===== src/rtl/wash_actuator_executor.sv =====
// Washer actuator executor: queues the controller's phase pulses and runs each
// phase as a timed valve/heater/motor sequence. It also registers the sensor
// readiness flags that are returned to the controller.
module wash_actuator_executor #(
  parameter int unsigned CNT_W        = 16,
  parameter int unsigned FILL_TIMEOUT = 16,
  parameter int unsigned WASH_CYCLES  = 32,
  parameter int unsigned RINSE_CYCLES = 24,
  parameter int unsigned DRAIN_CYCLES = 8,
  parameter int unsigned SPIN_CYCLES  = 20,
  parameter int unsigned TEMP_TARGET  = 40,
  parameter int unsigned LOAD_MAX     = 70
) (
  input  logic       i_clk,
  input  logic       i_reset,
  input  logic       i_wash_enable,
  input  logic       i_rinse_enable,
  input  logic       i_spin_enable,
  input  logic       i_complete,
  input  logic       i_supply_ok,
  input  logic       i_level_full,
  input  logic [7:0] i_temp_c,
  input  logic [7:0] i_load_kg,
  input  logic       i_door_closed,
  output logic       o_water_ready,
  output logic       o_temp_ready,
  output logic       o_load_ready,
  output logic       o_fill_valve,
  output logic       o_drain_valve,
  output logic       o_heater_on,
  output logic       o_motor_on,
  output logic       o_motor_fast,
  output logic       o_door_lock,
  output logic       o_busy,
  output logic       o_phase_done,
  output logic       o_fault
);

  localparam int unsigned QDEPTH  = 4;
  localparam int unsigned PTR_W   = 2;
  localparam int unsigned QCNT_W  = 3;
  localparam int unsigned SENS_W  = 8;

  typedef enum logic [1:0] {OP_WASH, OP_RINSE, OP_SPIN, OP_DONE} op_e;
  typedef enum logic [2:0] {S_IDLE, S_FILL, S_AGITATE, S_DRAIN, S_SPIN, S_FAULT} state_e;

  state_e              r_state;
  logic [CNT_W-1:0]    r_timer;
  logic                r_kind_wash;
  op_e                 r_q [QDEPTH];
  logic [PTR_W-1:0]    r_wr_ptr, r_rd_ptr;
  logic [QCNT_W-1:0]   r_count;
  logic r_water_ready, r_temp_ready, r_load_ready;
  logic r_fill_valve, r_drain_valve, r_heater_on, r_motor_on, r_motor_fast;
  logic r_door_lock, r_busy, r_phase_done, r_fault;

  state_e              w_state_nxt;
  logic [CNT_W-1:0]    w_timer_nxt;
  logic                w_kind_wash_nxt, w_lock_nxt, w_done_nxt;
  logic                w_pop, w_push, w_fill_to, w_overflow, w_multi_err, w_fault_set;
  logic [QCNT_W-1:0]   w_count_nxt;
  logic [2:0]          w_cmd_sum;
  logic                w_one_cmd, w_q_full;
  op_e                 w_cmd_op, w_head;

  // Decode the command inputs into a single opcode and a legality flag
  always_comb begin
    w_cmd_sum = 3'(i_wash_enable) + 3'(i_rinse_enable) + 3'(i_spin_enable) + 3'(i_complete);
    w_one_cmd = (w_cmd_sum == 3'd1);
    w_cmd_op  = OP_DONE;
    if (i_wash_enable)       w_cmd_op = OP_WASH;
    else if (i_rinse_enable) w_cmd_op = OP_RINSE;
    else if (i_spin_enable)  w_cmd_op = OP_SPIN;
    w_q_full  = (r_count == QCNT_W'(QDEPTH));
    w_head    = r_q[r_rd_ptr];
  end

  // Next-state, timer, queue handshake and fault detection
  always_comb begin
    w_state_nxt     = r_state;
    w_timer_nxt     = r_timer;
    w_kind_wash_nxt = r_kind_wash;
    w_lock_nxt      = r_door_lock;
    w_done_nxt      = 1'b0;
    w_pop           = 1'b0;
    w_fill_to       = 1'b0;
    case (r_state)
      S_IDLE: begin
        if (r_count != '0) begin
          w_pop = 1'b1;
          case (w_head)
            OP_WASH, OP_RINSE: begin
              w_state_nxt     = S_FILL;
              w_kind_wash_nxt = (w_head == OP_WASH);
              w_timer_nxt     = CNT_W'(FILL_TIMEOUT - 1);
              w_lock_nxt      = 1'b1;
            end
            OP_SPIN: begin
              w_state_nxt = S_SPIN;
              w_timer_nxt = CNT_W'(SPIN_CYCLES - 1);
              w_lock_nxt  = 1'b1;
            end
            default: w_lock_nxt = 1'b0;
          endcase
        end
      end
      S_FILL: begin
        if (i_level_full) begin
          w_state_nxt = S_AGITATE;
          w_timer_nxt = r_kind_wash ? CNT_W'(WASH_CYCLES - 1) : CNT_W'(RINSE_CYCLES - 1);
        end else if (r_timer == '0) begin
          w_fill_to = 1'b1;
        end else begin
          w_timer_nxt = r_timer - CNT_W'(1);
        end
      end
      S_AGITATE: begin
        if (r_timer == '0) begin
          w_state_nxt = S_DRAIN;
          w_timer_nxt = CNT_W'(DRAIN_CYCLES - 1);
        end else begin
          w_timer_nxt = r_timer - CNT_W'(1);
        end
      end
      S_DRAIN, S_SPIN: begin
        if (r_timer == '0) begin
          w_state_nxt = S_IDLE;
          w_done_nxt  = 1'b1;
        end else begin
          w_timer_nxt = r_timer - CNT_W'(1);
        end
      end
      default: w_state_nxt = S_FAULT;
    endcase

    // Commands are silently ignored once in FAULT
    w_overflow  = (r_state != S_FAULT) && w_one_cmd && w_q_full && !w_pop;
    w_multi_err = (r_state != S_FAULT) && (w_cmd_sum > 3'd1);
    w_fault_set = w_fill_to || w_overflow || w_multi_err;
    w_push      = (r_state != S_FAULT) && w_one_cmd && (!w_q_full || w_pop) && !w_fault_set;

    if (w_fault_set) begin
      w_state_nxt = S_FAULT;
      w_timer_nxt = '0;
      w_lock_nxt  = 1'b1;
      w_done_nxt  = 1'b0;
      w_count_nxt = '0;
    end else begin
      w_count_nxt = r_count + QCNT_W'(w_push) - QCNT_W'(w_pop);
    end
  end

  // Queue storage, written only on an accepted push
  always_ff @(posedge i_clk) begin
    if (w_push) r_q[r_wr_ptr] <= w_cmd_op;
  end

  // State, timer, queue pointers and Moore-decoded registered outputs
  always_ff @(posedge i_clk) begin
    if (i_reset) begin
      r_state       <= S_IDLE;
      r_timer       <= '0;
      r_kind_wash   <= 1'b0;
      r_wr_ptr      <= '0;
      r_rd_ptr      <= '0;
      r_count       <= '0;
      r_fill_valve  <= 1'b0;
      r_drain_valve <= 1'b0;
      r_heater_on   <= 1'b0;
      r_motor_on    <= 1'b0;
      r_motor_fast  <= 1'b0;
      r_door_lock   <= 1'b0;
      r_busy        <= 1'b0;
      r_phase_done  <= 1'b0;
      r_fault       <= 1'b0;
    end else begin
      r_state     <= w_state_nxt;
      r_timer     <= w_timer_nxt;
      r_kind_wash <= w_kind_wash_nxt;
      r_count     <= w_count_nxt;
      if (w_fault_set) begin
        r_wr_ptr <= '0;
        r_rd_ptr <= '0;
      end else begin
        if (w_push) r_wr_ptr <= r_wr_ptr + PTR_W'(1);
        if (w_pop)  r_rd_ptr <= r_rd_ptr + PTR_W'(1);
      end
      r_fill_valve  <= (w_state_nxt == S_FILL);
      r_drain_valve <= (w_state_nxt == S_DRAIN) || (w_state_nxt == S_SPIN) || (w_state_nxt == S_FAULT);
      r_heater_on   <= ((w_state_nxt == S_FILL) || (w_state_nxt == S_AGITATE)) && w_kind_wash_nxt;
      r_motor_on    <= (w_state_nxt == S_AGITATE) || (w_state_nxt == S_SPIN);
      r_motor_fast  <= (w_state_nxt == S_SPIN);
      r_door_lock   <= w_lock_nxt;
      r_busy        <= (w_state_nxt != S_IDLE) || (w_count_nxt != '0);
      r_phase_done  <= w_done_nxt;
      r_fault       <= r_fault || w_fault_set;
    end
  end

  // Sensor readiness flags, one cycle behind the raw inputs in every state
  always_ff @(posedge i_clk) begin
    if (i_reset) begin
      r_water_ready <= 1'b0;
      r_temp_ready  <= 1'b0;
      r_load_ready  <= 1'b0;
    end else begin
      r_water_ready <= i_supply_ok;
      r_temp_ready  <= (i_temp_c >= SENS_W'(TEMP_TARGET));
      r_load_ready  <= i_door_closed && (i_load_kg != '0) && (i_load_kg <= SENS_W'(LOAD_MAX));
    end
  end

  assign o_water_ready = r_water_ready;
  assign o_temp_ready  = r_temp_ready;
  assign o_load_ready  = r_load_ready;
  assign o_fill_valve  = r_fill_valve;
  assign o_drain_valve = r_drain_valve;
  assign o_heater_on   = r_heater_on;
  assign o_motor_on    = r_motor_on;
  assign o_motor_fast  = r_motor_fast;
  assign o_door_lock   = r_door_lock;
  assign o_busy        = r_busy;
  assign o_phase_done  = r_phase_done;
  assign o_fault       = r_fault;

endmodule


===== config.mk =====
export PLATFORM = sky130hd
export DESIGN_NAME = wash_actuator_executor
export DESIGN_NICKNAME = d
export VERILOG_FILES = /design/src/rtl/wash_actuator_executor.sv
export SDC_FILE = /design/constraint.sdc
export NUM_CORES = 1
export LEC_CHECK = 0
export BUFFER_PORTS_ARGS = -buffer_cell sky130_fd_sc_hd__buf_2
export CAP_MARGIN = 20
export CORE_ASPECT_RATIO = 1.25
export CORE_MARGIN = 2
export CORE_UTILIZATION = 51
export CTS_CLUSTER_SIZE = 8
export DETAILED_ROUTE_END_ITERATION = 12
export MAX_ROUTING_LAYER = met4
export PLACE_DENSITY_LB_ADDON = 0.2
export SLEW_MARGIN = 20
export SYNTH_ARGS = -nofsm -noshare
export SYNTH_HDL_FRONTEND = slang
export SYNTH_SLANG_ARGS = --single-unit

===== constraint.sdc =====
create_clock -name i_clk -period 3.8 [get_ports i_clk]
set_input_delay 0.38 -clock i_clk [delete_from_list [all_inputs] [get_ports i_clk]]
set_output_delay 0.38 -clock i_clk [all_outputs]
set_load 0.03 [all_outputs]

; ---- Yosys cells after proc, flatten, opt, wreduce, memory -nomap -nowiden
; Memory sizes are Yosys's and may differ from the RTL's. A register that Yosys moved wholly into a read port is not among the register bits.
; Cells that the tools add are included.
[classes]
n_addsub = 8
magnitude_cmp = 3
eq_ne = 16
mux = 34
bitwise = 1
reduce_logical = 38
[op_table]
columns = op, n
row1 = two-way mux 16 bit, 4
row2 = one-hot mux 16 bit (4 select lines), 1
row3 = one-hot mux 16 bit (2 select lines), 1
row4 = two-way mux 3 bit, 6
row5 = logical NOT 16 bit, 1
row6 = subtractor 16 x 1 -> 16 bit (second input constant), 1
row7 = two-way mux 1 bit, 15
row8 = equality test 3 x 2 -> 1 bit (second input constant), 4
row9 = equality test 3 bit (second input constant), 4
row10 = one-hot mux 3 bit (4 select lines), 1
row11 = equality test 3 x 1 -> 1 bit (second input constant), 3
row12 = logical AND 1 bit, 9
row13 = logical OR 1 bit, 9
row14 = nonzero test 3 bit, 3
row15 = >= comparator 8 x 6 -> 1 bit (second input constant), 1
row16 = <= comparator 8 x 7 -> 1 bit (second input constant), 1
row17 = two-way mux 2 bit, 4
row18 = nonzero test 8 bit, 1
row19 = adder 3 x 1 -> 3 bit, 2
row20 = one-hot mux 3 bit (2 select lines), 1
row21 = OR reduction 2 bit, 3
row22 = OR reduction 3 bit, 2
row23 = adder 2 x 1 -> 2 bit (second input constant), 2
row24 = two-way mux 4 bit, 1
row25 = other kinds (17), 20
[totals]
reg_bits = 39
ram_bits = 8
inputBits = 25
out_inout_bits = 12
wordCells = 119
mem_count = 1
[memory_table]
columns = name, words, width, rd, rd_ports_with_merged_regs, write_ports, line_no
row1 = r_q, 4, 2, 1, 1, 1, 50  ; op_e r_q [QDEPTH];

; ---- Depth between registers and ports, before layout
; Gate-level depths: netlist of the first run.
[logic_depth]
ltp_word = 16
depth_mapped = 20

; ---- Worst setup path after synthesis of the first run
; No wires, ideal clock.
[synth_timing]
kind = in2reg
start = input i_wash_enable
end = register r_busy, in the netlist o_busy
setup_ps = 124
arrival_ps = 3913
required_ps = 3676
setup_slack_ps = -236
stages = 20
cell_sequence = inv_1 > fa_1 > inv_1 > ha_1 > inv_1 > ha_1 > or3b_2 > nor4bb_1 > clkbuf_2 > inv_1 > ha_1 > inv_1 > ha_1 > inv_1 > fa_1 > xor2_1 > xnor2_1 > nand3_1 > nor4_1 > a21oi_1
[synth_between]
elab_chain_cells = 16
elab_cells_between_ends = 21
cone_classes = 5 x add/sub / 1 x order compare / 1 x eq/ne / 2 x mux / 12 x reduce/logical
[synth_lines]
columns = item, line_no
row1 = start: declaration, 16  ; input logic i_wash_enable,
row2 = adder 1 x 1 -> 2 bit *, 68  ; w_cmd_sum = 3'(i_wash_enable) + 3'(i_rinse_enable) + 3'(i_spin_enable) + 3'(i_complete);
row3 = adder 2 x 1 -> 3 bit *, 68
row4 = adder 3 x 1 -> 3 bit *, 68
row5 = equality test 3 x 1 -> 1 bit, 69  ; w_one_cmd = (w_cmd_sum == 3'd1);
row6 = logical AND 1 bit, "137, 140"
row7 = logical AND 1 bit (2 in series), 137  ; w_overflow = (r_state != S_FAULT) && w_one_cmd && w_q_full && !w_pop;
row8 = logical OR 1 bit (2 in series), 139  ; w_fault_set = w_fill_to || w_overflow || w_multi_err;
row9 = logical NOT 1 bit, 140  ; w_push = (r_state != S_FAULT) && w_one_cmd && (!w_q_full || w_pop) && !w_fault_set;
row10 = logical AND 1 bit, 140
row11 = adder 3 x 1 -> 3 bit, 149  ; w_count_nxt = r_count + QCNT_W'(w_push) - QCNT_W'(w_pop);
row12 = subtractor 3 x 1 -> 3 bit, 149
row13 = two-way mux 3 bit, 142  ; if (w_fault_set) begin
row14 = nonzero test 3 bit, 194  ; r_busy <= (w_state_nxt != S_IDLE) || (w_count_nxt != '0);
row15 = logical OR 1 bit *, 194
row16 = end signal: assignment, 194
row17 = end: declaration, 55  ; logic r_door_lock, r_busy, r_phase_done, r_fault;
; Mark *: on every way between the ends. The rest lies on a longest branch, timed or not.
; A chain may end at the register's enable or synchronous reset.

; ---- Worst setup path in the final report of the first run
; Ends and elaborated chain as after synthesis.

==> flow_metrics.py, run 1 <==
metrics = {
    "finish": {
        "final_cell_mix": "nor2_1 (43), dfxtp_1 (41), buf_2 (33)",
        "final_nets": 357,
        "finalInstanceArea_um2": 3010,
        "regArea_um2": 1060,
        "antenna_cells": 0,
        "area_growth_pct": 15.2,
        "multi_input_area_um2": 1450,
        "layout_commonest_cell": "nor2_1",
        "drive_gt1_frac": 0.248,
        "n_fill_cell": 451,
    },
    "grt": {
        "grt_max_degree": 21,
        "grt_pass1_vias": 1914,
        "grt.overflow.total": 0,
        "grtUsageTotal": 0.191,
        "grt_pass1_wl_um": 8160,
        "antenna_found_initial": 0,
    },
    "sta": {
        "rsz0062_at_grt": "no",
        "period_share": 0.958,
        "setup_ws_ns": 0.160,
        "report.final.slew_viol_count": 0,
        "fin_hold_ws_ns": 0.287,
        "worstMarginPinSlew_ns": 0.786,
        "setup_viol_count_final": 0,
        "hold_violations": 0,
        "finClkSkew_ns": 0.0119,
        "fmax_ghz": 0.275,
        "slew_headroom": 0.475,
        "min_period_ns": 3.64,
    },
    "drt": {
        "post_drt_wl_per_cell_um": 13.1,
        "vias_per_cell": 5.35,
        "dr_wl_met2_um": 2610,
        "wl_met1_um": 2150,
        "first_iter_violations": 103,
        "drt_pass1_iterations": 4,
        "dr.max_layer_used": "met4",
        "vias": 2033,
        "antenna_left": 0,
        "drcViolationCount": 0,
        "drt_wl_total_um": 4970,
        "dr_wl_met3_um": 137,
    },
    "floorplanning": {
        "die_w_um": 68.1,
        "die_y_um": 84.1,
        "pin_count": 37,
        "core-area_um2": 5010,
        "start_util": 0.523,
        "rows": 29,
        "die-area_um2": 5720,
    },
    "critical_path": {
        "critPathCaptureType": "flip-flop",
        "crit_slowest_cell": "fa_1",
        "critPathMaxFanout": 2,
        "cp_data_arrival_time_ns": 3.82,
        "cp_common_cell": "inv_1",
        "rr_endpoint": "o_busy",
        "slowest_delay_ns": 0.54,
        "cp_cell_sequence": "buf_2 > inv_2 > fa_1 > inv_1 > ha_2 > inv_2 > ha_4 > or3b_4 > nor4bb_4 > inv_1 > ha_1 > inv_1 > ha_1 > inv_1 > fa_2 > xor2_2 > xnor2_2 > nand3_1 > nor4_1 > a21oi_1",
        "r2r-start": "r_timer[0]",
        "start_kind": "input port",
        "worstRegToRegCells": 17,
        "cp.required_ns": 3.98,
        "r2r_slack_ns": 0.45,
        "crit_type": "in -> reg",
    },
    "synth": {
        "synth_seq_area_share": 0.405,
        "syn_area_um2": 2620,
        "synth_xor_area_frac": 0.0502,
        "synth-async-reset-ratio": 0,
        "yosys_warnings": 0,
        "synth.net_count": 316,
        "synth_edf_count": 8,
        "synthFlopType": "dfxtp_1",
        "synth_compound_area_frac": 0.132,
        "yosys.area_share.simple": 0.237,
        "ys_ff_latch": 49,
        "muxShareOfSynthArea": 0.0368,
        "synthDistinctLibCells": 61,
        "synth_top_family_by_area": "simple AND/OR/NAND/NOR gates",
        "netlist_instances": 276,
        "synth.avg_cell_area_um2": 9.48,
        "synthAdderAreaFrac": 0.0774,
    },
    "hold_path": {
        "hp-start": "i_load_kg[6]",
        "min_path_cells": 2,
        "holdPathEnd": "o_load_ready",
        "worstHoldPathType": "in -> reg",
    },
    "clock_tree": {
        "max-clock-path-buffers": 2,
        "cts_tree": "done",
        "cts.sinks": 49,
        "clock_latency_ns": 0.30,
        "clk_root_buffer_cell": "clkbuf_8",
        "cts-buffers-inserted": 5,
        "path_clk_slew_ns": 0.08,
        "htree_levels": 2,
        "cts_hold_buf": 0,
    },
    "job": {
        "drv_cap": 0,
    },
    "power": {
        "p_leak_uw": 0.00121,
        "p_comb_frac": 0.628,
        "ir_worst_vdd_uv": 543,
        "clkPwrFrac": 0.119,
        "switchingPower_uw": 1440,
        "powerDensity_nw_per_um2": 1010,
        "seqPwrFrac": 0.254,
        "p_int_uw": 1610,
        "switching_share": 0.472,
    },
    "place": {
        "dpl.hpwl_um": 3750,
        "post-place-ws_ns": -0.359,
        "io_buffers": 33,
        "gp_congestion": 0.811,
        "placed_cell_area_um2": 2850,
    },
    "run_status": {
        "status": "finished clean",
    },
}
## timing repair
item	in CTS	in global routing
pin swaps	0	1
endpoints found under the setup margin	1	1
endpoints found under the hold margin	0	0
setup buffers	0	1
resized for setup	2	7
## cells by family after synthesis
logic type	count (synthesis)
flip-flops	49
buffers and inverters	29
AO/OA/AOI/OAI	45
adder cells (fa/ha/maj)	15
multiplexers	7
XOR/XNOR	15
AND/OR/NAND/NOR	116
## critical path: cells and delay by family
family | cells | cell delay [ns]
compound gates | 1 | 0.10
xor+xnor | 2 | 0.33
fa+ha+maj | 6 | 1.65
buf+inv | 7 | 0.41
simple gates | 4 | 0.94
## synth_stat cells (2+ instances only)
cell	number	area share
nor4b_1	3	0.010
o21ai_0	7	0.013
and2_1	6	0.014
edfxtp_1	8	0.092
xnor2_1	6	0.020
nor4_1	6	0.014
mux2i_1	4	0.015
o21a_1	2	0.0057
dfxtp_1	41	0.31
xor2_1	9	0.030
nor3_1	7	0.013
o31ai_1	2	0.0057
buf_2	2	0.0038
nand2_1	17	0.024
or3_1	2	0.0048
nand4_1	5	0.012
nand4b_1	2	0.0067
nor2_1	43	0.062
a21o_1	2	0.0057
inv_1	17	0.024
fa_1	2	0.015
clkbuf_4	2	0.0057
nand3_1	6	0.011
a31oi_1	2	0.0048
mux4_2	2	0.017
a21oi_1	14	0.027
o21ai_2	2	0.0067
ha_1	13	0.062
nand2b_1	3	0.0072
nor2b_1	4	0.0096
buf_6	5	0.022
## through the flow
| stage | total power, uW | utilization | setup TNS, ns | instances |
|---|---|---|---|---|
| after CTS | 3040 | 0.594 | 0 | 379 |
| final | 3040 | 0.602 | 0 | 380 |
| after detailed placement | 2660 | 0.569 | -0.406 | 371 |
| after floorplan | 2400 | - | -0.148 | 276 |
| after global routing | 3300 | 0.602 | 0 | 380 |
| after global placement | 2640 | 0.569 | -0.240 | 371 |
## worst max path at each step
stage	start	endpoint	slack (ns)	cells after the start
5_1_grt	i_wash_enable	o_busy	0.006	20
6_report	i_wash_enable	o_busy	0.16	20
4_1_cts	i_wash_enable	o_busy	0.003	20
2_1_floorplan	i_wash_enable	o_busy	-0.15	20
3_3_place_gp	i_wash_enable	o_busy	-0.24	20
3_5_place_dp	i_wash_enable	o_busy	-0.36	20
## final cells by class
cell class | count | share of cell area
clock buffers | 6 | 0.0241
clock inverters | 2 | 0.0116
inverters | 18 | 0.0224
multi-input cells | 198 | 0.479
flip-flops and latches | 49 | 0.352
well taps | 62 | 0.0257
repair buffers | 45 | 0.0847
## power by group through the flow
stage,Clock [uW],Combinational (uW),Sequential [uW]
3_5_place_dp,0,1880,782
6_report,362,1910,772
5_1_grt,389,2120,792
2_1_floorplan,0,1580,823
3_3_place_gp,0,1860,782
4_1_cts,372,1900,771
## routing by layer
layer / GRT usage / up-vias
met2: 0.336 / 34
li1: - / 1043
met4: 0.0709 / 0
met5: - / -
met1: 0.206 / 951
met3: 0.0364 / 5
## flip-flops by register name, indices dropped and copies added, names as in the netlist, 2 cells and up, named ones only
signal	count
r_count	3
r_rd_ptr	2
r_wr_ptr	2
r_timer	16
r_q	8
r_state	3
(Power assumes the default switching activity.)
==> run 2: changes to the inputs <==
- CORE_UTILIZATION: 51 -> 50
- clock period: 3.8 -> 3.1 ns (I/O delays scaled with it)
==> flow_metrics.py, run 2 (synthesis gave the netlist of run 1 again) <==
metrics = {
    "run_status": {
        "status": "complete, but fails checks",
        "violations": "setup timing",
    },
    "clock_tree": {
        "path_clk_slew_ns": 0.10,
        "cts_tree": "done",
        "cts_hold_buf": 0,
        "cts.sinks": 49,
        "clk_root_buffer_cell": "clkbuf_8",
        "clock_latency_ns": 0.31,
        "cts-buffers-inserted": 5,
        "max-clock-path-buffers": 2,
        "htree_levels": 2,
    },
    "grt": {
        "antenna_found_initial": 0,
        "grt_pass1_vias": 2061,
        "grt.overflow.total": 0,
        "grt_max_degree": 21,
        "grtUsageTotal": 0.199,
        "grt_pass1_wl_um": 8630,
    },
    "sta": {
        "period_share": 1.14,
        "rsz0062_at_grt": "yes",
        "report.final.slew_viol_count": 0,
        "fmax_ghz": 0.283,
        "setup_ws_ns": -0.436,
        "hold_violations": 0,
        "min_period_ns": 3.54,
        "slew_headroom": 0.453,
        "worstMarginPinSlew_ns": 0.819,
        "setup_viol_count_final": 2,
        "finClkSkew_ns": 0.0136,
    },
    "power": {
        "clkPwrFrac": 0.106,
        "p_int_uw": 2040,
        "seqPwrFrac": 0.235,
        "powerDensity_nw_per_um2": 1230,
        "switching_share": 0.474,
        "p_leak_uw": 0.00129,
        "ir_worst_vdd_uv": 508,
        "p_comb_frac": 0.659,
        "switchingPower_uw": 1840,
    },
    "job": {
        "drv_cap": 0,
    },
    "finish": {
        "final_nets": 372,
        "drive_gt1_frac": 0.294,
        "regMostFlops": "r_timer",
        "final_cell_mix": "nor2_1 (42), dfxtp_1 (41), buf_2 (32)",
        "layout_commonest_cell": "nor2_1",
        "reg.largest.list": "r_timer (16), r_q (8)",
        "multi_input_area_um2": 1440,
        "finalInstanceArea_um2": 3140,
        "antenna_cells": 0,
        "regArea_um2": 1060,
        "fin_cells": 395,
        "n_fill_cell": 440,
        "largest_reg_flops": 16,
        "area_growth_pct": 20.1,
    },
    "critical_path": {
        "critPathMaxFanout": 2,
        "r2r_slack_ns": -0.04,
        "cp_num_buf_inv": 7,
        "worstRegToRegCells": 17,
        "crit_type": "in -> reg",
        "cp_data_arrival_time_ns": 3.73,
        "rr_endpoint": "o_busy",
        "start_kind": "input port",
        "crit_slowest_cell": "fa_1",
        "cp_cell_sequence": "buf_12 > inv_12 > fa_1 > inv_1 > ha_2 > inv_2 > ha_4 > or3b_4 > nor4bb_4 > inv_1 > ha_1 > inv_1 > ha_2 > inv_2 > fa_2 > xor2_1 > xnor2_1 > nand3_1 > nor4_2 > a21oi_1",
        "cp_common_cell": "inv_1",
        "slowest_delay_ns": 0.52,
        "critPathCaptureType": "flip-flop",
        "cpLargestDelayFamily": "adder cells",
        "r2r-start": "r_timer[0]",
        "cp.required_ns": 3.30,
    },
    "drt": {
        "drt_wl_total_um": 5300,
        "post_drt_wl_per_cell_um": 13.4,
        "drt_pass1_iterations": 4,
        "vias_per_cell": 5.43,
        "antenna_left": 0,
        "first_iter_violations": 78,
        "drcViolationCount": 0,
        "vias": 2143,
    },
    "place": {
        "dp_cells": 382,
        "placed_cell_area_um2": 2970,
        "gp_congestion": 0.807,
        "io_buffers": 33,
        "dpl.hpwl_um": 3920,
    },
    "hold_path": {
        "holdPathEnd": "o_load_ready",
        "min_path_cells": 2,
        "hp-start": "i_load_kg[6]",
        "worstHoldPathType": "in -> reg",
    },
    "floorplanning": {
        "pin_count": 37,
        "core-area_um2": 5080,
        "die-area_um2": 5830,
        "die_y_um": 84.9,
        "rows": 29,
        "start_util": 0.515,
        "die_w_um": 68.7,
    },
}
==> run 2: power groups by stage <==
stage               Sequential (uW)  Clock [uW]  Combinational [uW]
CTS                             911         419                2540
detailed placement              926           0                2480
floorplan                      1010           0                1940
global placement                920           0                2450
global route                    928         439                2820
finish                          911         410                2560
==> run 2: worst max-delay path by stage <==
stage / cells after the start / slack, ns / end / start
after detailed placement: 20 / -0.99 / o_busy / i_wash_enable
after global routing: 20 / -0.60 / o_busy / i_wash_enable
final: 20 / -0.44 / o_busy / i_wash_enable
after CTS: 20 / -0.47 / o_busy / i_wash_enable
after global placement: 20 / -0.82 / o_busy / i_wash_enable
after floorplan: 20 / -0.67 / o_busy / i_wash_enable
==> run 2: final cells by class <==
cell class                      count  share of cell area
Clock buffer                        6              0.0263
Clock inverter                      2             0.00557
Inverter                           18              0.0255
Multi-Input combinational cell    198               0.459
Sequential cell                    49               0.338
Tap cell                           62              0.0247
Timing Repair Buffer               60               0.122
==> run 2: timing repair <==
| item | in CTS | in global routing |
|---|---|---|
| setup endpoints to repair | 3 | 3 |
| hold endpoints to repair | 0 | 0 |
| setup buffers | 4 | 3 |
| pin swaps | 1 | 4 |
| resized for setup | 7 | 2 |
==> run 2: per-layer routing <==
| layer | GRT usage | wire (um) | vias up |
|---|---|---|---|
| met5 | - | 0 | - |
| met4 | 0.0731 | 75 | 0 |
| met3 | 0.0398 | 169 | 6 |
| met2 | 0.356 | 2790 | 37 |
| met1 | 0.208 | 2270 | 1017 |
| li1 | - | - | 1083 |
==> run 2: metrics by stage <==
stage	total power [uW]	hold slack, ns	utilization	TNS, ns	setup WS, ns
after global placement	3370	0.450	0.584	-1.83	-0.823
after floorplan	2950	0.390	-	-1.33	-0.674
after CTS	3870	0.197	0.616	-0.777	-0.465
final	3880	0.199	0.619	-0.674	-0.436
after global routing	4190	0.205	0.619	-1.02	-0.602
after detailed placement	3410	0.465	0.584	-2.34	-0.988
